[config.mk]
export PLATFORM = sky130hd
export DESIGN_NAME = fetch_unit
export DESIGN_NICKNAME = d
export VERILOG_FILES = /design/src/rtl/fetch_pkg.sv /design/src/rtl/fetch_perf_counter.sv /design/src/rtl/fetch_unit.sv
export SDC_FILE = /design/constraint.sdc
export NUM_CORES = 1
export LEC_CHECK = 0
export ABC_AREA = 1
export CAP_MARGIN = 40
export CORE_MARGIN = 3
export CORE_UTILIZATION = 41
export DETAILED_ROUTE_END_ITERATION = 10
export PLACE_DENSITY = 0.8
export SLEW_MARGIN = 20
export SYNTH_ARGS = -nofsm -noshare
export SYNTH_HDL_FRONTEND = slang
export SYNTH_SLANG_ARGS = --single-unit
[constraint.sdc]
create_clock -name clk -period 1.7 [get_ports clk]
set_input_delay 0.34 -clock clk [delete_from_list [all_inputs] [get_ports clk]]
set_output_delay 0.34 -clock clk [all_outputs]
set_load 0.03 [all_outputs]
[src/rtl/fetch_pkg.sv]
// Shared types and constants for the instruction fetch stage.
package fetch_pkg;

  typedef enum logic {
    S_EMPTY = 1'b0,
    S_FULL  = 1'b1
  } fetch_state_t;

  localparam int unsigned PC_STEP       = 4;
  localparam int unsigned INSTR_W_DEF   = 32;
  localparam logic [31:0] RESET_VEC_DEF = 32'h0000_0000;

endpackage

[src/rtl/fetch_perf_counter.sv]
// 32-bit wrapping event counter with synchronous reset and increment enable.
module fetch_perf_counter (
  input  logic        clk,
  input  logic        rst,
  input  logic        en,
  output logic [31:0] count
);

  always_ff @(posedge clk) begin
    if (rst) begin
      count <= '0;
    end else if (en) begin
      count <= count + 32'd1;
    end
  end

endmodule

[src/rtl/fetch_unit.sv]
// Instruction fetch stage: PC, sync-read imem control, stall and redirect handling.
// Optional performance counters are built when FETCH_PERF_CNT_EN is defined.
module fetch_unit
  import fetch_pkg::*;
#(
  parameter logic [31:0] RESET_VEC = RESET_VEC_DEF,
  parameter int unsigned INSTR_W   = INSTR_W_DEF
) (
  input  logic               clk,
  input  logic               rst,
  input  logic               stall,
  input  logic               redirect,
  input  logic [31:0]        redirect_pc,
  output logic [31:0]        imem_addr,
  output logic               imem_en,
  input  logic [INSTR_W-1:0] imem_rdata,
  output logic [INSTR_W-1:0] instr,
  output logic               instr_valid,
  output logic [31:0]        R15
`ifdef FETCH_PERF_CNT_EN
  ,
  output logic [31:0]        fetch_count,
  output logic [31:0]        bubble_count
`endif
);

  fetch_state_t state, state_nxt;
  logic [31:0]  pc_q, pc_nxt;
  logic [31:0]  ipc_q, ipc_nxt;
  logic [1:0]   unused_rpc_lo;

  assign unused_rpc_lo = redirect_pc[1:0];

  always_ff @(posedge clk) begin
    if (rst) begin
      state <= S_EMPTY;
      pc_q  <= RESET_VEC;
      ipc_q <= RESET_VEC;
    end else begin
      state <= state_nxt;
      pc_q  <= pc_nxt;
      ipc_q <= ipc_nxt;
    end
  end

  // A stall only holds a full slot; an empty slot is always refilled.
  always_comb begin
    imem_en   = !redirect && (!stall || state == S_EMPTY);
    state_nxt = state;
    pc_nxt    = pc_q;
    ipc_nxt   = ipc_q;
    if (redirect) begin
      state_nxt = S_EMPTY;
      pc_nxt    = {redirect_pc[31:2], 2'b00};
    end else if (imem_en) begin
      state_nxt = S_FULL;
      ipc_nxt   = pc_q;
      pc_nxt    = pc_q + 32'(PC_STEP);
    end
  end

  assign imem_addr   = pc_q;
  assign instr       = imem_rdata;
  assign instr_valid = (state == S_FULL);
  assign R15         = ipc_q;

`ifdef FETCH_PERF_CNT_EN
  fetch_perf_counter u_fetch_cnt (
    .clk   (clk),
    .rst   (rst),
    .en    (instr_valid && !stall),
    .count (fetch_count)
  );

  fetch_perf_counter u_bubble_cnt (
    .clk   (clk),
    .rst   (rst),
    .en    (!instr_valid),
    .count (bubble_count)
  );
`endif

endmodule

==> flow_metrics.py, run 1 <==
metrics = {
    "sta": {
        "max_clock_freq_ghz": 0.599,
        "skew_ns": 0.00444,
        "hold_viol": 0,
        "drv_slew": 0,
        "final.period_utilization": 0.982,
        "period_minus_slack_ns": 1.67,
        "setup_viol": 0,
        "hold_ws_ns": 0.470,
        "setup_slack_ns": 0.0314,
    },
    "setup_path": {
        "worstPathMaxFanout": 5,
        "slowest_delay_ns": 0.40,
        "crit_path_end_kind": "output port",
        "timing.rr.start": "imem_addr[7]$_SDFFE_PP0P_",
        "r2r_slack_ns": 0.10,
        "worstPathRequired_ns": 1.36,
        "path_class": "input pin to output port",
        "reg2reg_to": "imem_addr[27]$_SDFFE_PP0P_",
        "cp_cell_sequence": "clkdlybuf4s50_1 > nand2_1 > nand2_2 > inv_2 > buf_4",
        "cp.arrival_ns": 1.33,
        "cp-start-kind": "input pin",
        "worst_r2r_path_depth": 9,
        "slowest_stage": "clkdlybuf4s50_1",
    },
    "power": {
        "p_leak_nw": 2.27,
        "power.density_mw_per_mm2": 818,
        "peakVddDrop_uv": 392,
    },
    "routing": {
        "drt_iter0_markers": 211,
        "vias_per_cell": 5.08,
        "antenna_left": 0,
        "dr.pass1.iters": 5,
        "finalWirelength_mm": 10.5,
        "via_count": 3579,
        "drc": 0,
        "wire_per_inst_um": 14.9,
    },
    "clock_network": {
        "path_clk_slew_ns": 0.07,
        "root_buffer": "clkbuf_8",
        "clkSinkCount": 61,
        "cts_buffer_depth": 2,
        "htree_levels": 3,
        "clock_latency_ns": 0.35,
        "numCtsBuffers": 9,
        "cts_tree": "built",
    },
    "die": {
        "initial_utilization": 0.434,
        "pin_count": 166,
        "die_y_um": 97.6,
        "dieArea_mm2": 0.00952,
        "num_rows": 32,
        "core_area_mm2": 0.00793,
        "die_w_um": 97.6,
    },
    "yosys": {
        "syn_area_mm2": 0.00344,
        "synth_area_per_cell_um2": 6.80,
        "synth-seq-cells": 61,
        "synth.yosys.seq_area_share": 0.355,
        "yosysWarnings": 0,
        "netlist_instances": 506,
        "yosysUniqueCellTypes": 38,
    },
    "run_status": {
        "status": "complete, no violations",
    },
    "place": {
        "portBuffers": 95,
        "hpwlAfterDp_mm": 7.64,
        "placed_cells": 684,
        "place.gp.congestion": 0.875,
        "place_ws_ns": -0.147,
    },
    "layout": {
        "layout_commonest_cell": "nand2_1",
        "fin_cells": 704,
        "antenna_cells": 0,
        "syn_to_final_growth_pct": 35.7,
        "final_cell_mix": "nand2_1, nor2_1, dfxtp_1",
        "post_route_cells_drive_above_1_share": 0.145,
        "nNetsFinal": 666,
    },
    "min_path": {
        "worstHoldStart": "R15[21]$_SDFFE_PP0P_",
        "min_path_type": "flop to flop",
        "hold-path-endpoint": "R15[21]$_SDFFE_PP0P_",
        "holdPathStages": 2,
    },
    "grt": {
        "grt_max_degree": 36,
        "grt_pass1_vias": 3454,
        "grt_pass1_wl_mm": 17.0,
        "track_usage": 0.218,
        "antenna_found_initial": 0,
        "overflow": 0,
    },
    "flow_run": {
        "maxCapViolations": 0,
    },
}
[synthesized netlist by cell type (all sizes together)]
cell	number	share of area
nand2	111	0.13
nor2	93	0.12
dfxtp	61	0.36
inv	48	0.052
buf	46	0.095
nand3	37	0.063
o21ai	33	0.048
a21oi	17	0.026
nor3	11	0.016
clkbuf	10	0.011
a31oi	9	0.016
a211oi	5	0.011
nand3b	5	0.012
a22oi	4	0.0087
o211ai	4	0.0087
nand4	3	0.0073
a22o	2	0.0051
a41oi	1	0.0025
clkinv	1	0.0025
conb	1	0.0011
ha	1	0.0036
nor3b	1	0.0022
or2	1	0.0018
xnor2	1	0.0025
[layer usage]
layer,part of all wire,global-route usage,vias to the layer above
li1,-,-,1777
met1,0.45,0.289,1625
met2,0.46,0.345,153
met3,0.076,0.0416,24
met4,0.020,0.0969,0
met5,0,0,-
[kinds of logic (layout without fill, tap and decap cells)]
logic type	Yosys count	after routing	synth area share
compound gates	75	75	0.126
xor+xnor	1	1	0.00255
flops	61	61	0.355
fa+ha+maj	1	1	0.00364
other cells	1	4	0.00109
simple gates	262	262	0.350
buf+inv	105	198	0.161
[flip-flops by register name, indices dropped and copies added (netlist names)]
signal       flops
R15             30
imem_addr       30
instr_valid      1
[repair_timing]
| item | 4_1_cts | 5_1_grt |
|---|---|---|
| buffers inserted | 0 | 4 |
| pin swaps | 0 | 4 |
| hold buffers | 0 | 0 |
| setup endpoints to repair | 55 | 11 |
| resized for setup | 55 | 14 |
[per-stage QoR]
stage / total power, mW / cell area, um2 / util / setup TNS [ns]
after floorplan: 2.22 / 3450 / - / 0
after global placement: 2.47 / 4470 / 0.564 / -0.367
after detailed placement: 2.49 / 4470 / 0.564 / -1.37
after CTS: 3.83 / 4610 / 0.581 / 0
after global routing: 3.98 / 4670 / 0.589 / -0.00805
final: 3.82 / 4670 / 0.589 / 0
[cell type report]
| type | count | area [um2] |
|---|---|---|
| multi-input cells | 343 | 1680 |
| flip-flops and latches | 61 | 1230 |
| fillers | 772 | 3260 |
| well taps | 102 | 128 |
| inverters | 49 | 189 |
| repair buffers | 133 | 1230 |
| clock inverters | 5 | 75.1 |
| clock buffers | 11 | 131 |
[worst max-delay path by stage]
stage                                  start                         end  cells past startpoint
floorplan           instr_valid$_SDFFE_PP0P_                     imem_en                      4
global placement                       stall  imem_addr[30]$_SDFFE_PP0P_                      9
detailed placement                     stall   imem_addr[4]$_SDFFE_PP0P_                      8
CTS                     R15[26]$_SDFFE_PP0P_                     R15[26]                      1
global route                           stall                     imem_en                      5
finish                                 stall                     imem_en                      5
[critical path: cells and delay by family]
kind / cells / cell delay (ns)
buffers and inverters: 3 / 0.73
AND/OR/NAND/NOR: 2 / 0.26
[where the power goes]
part           total [mW]  switching [mW]  internal (mW)
combinational       0.806           0.481          0.325
sequential           1.61          0.0848           1.52
clock                1.41           0.588          0.819
total                3.82            1.15           2.67
No activity file was read; power rests on OpenSTA's default activity.
==> run 2, diff against run 1 <==
CAP_MARGIN = 20   (was 40)
==> results of run 2 <==
The final DEF is identical to that of run 1; final timing and power are the same.
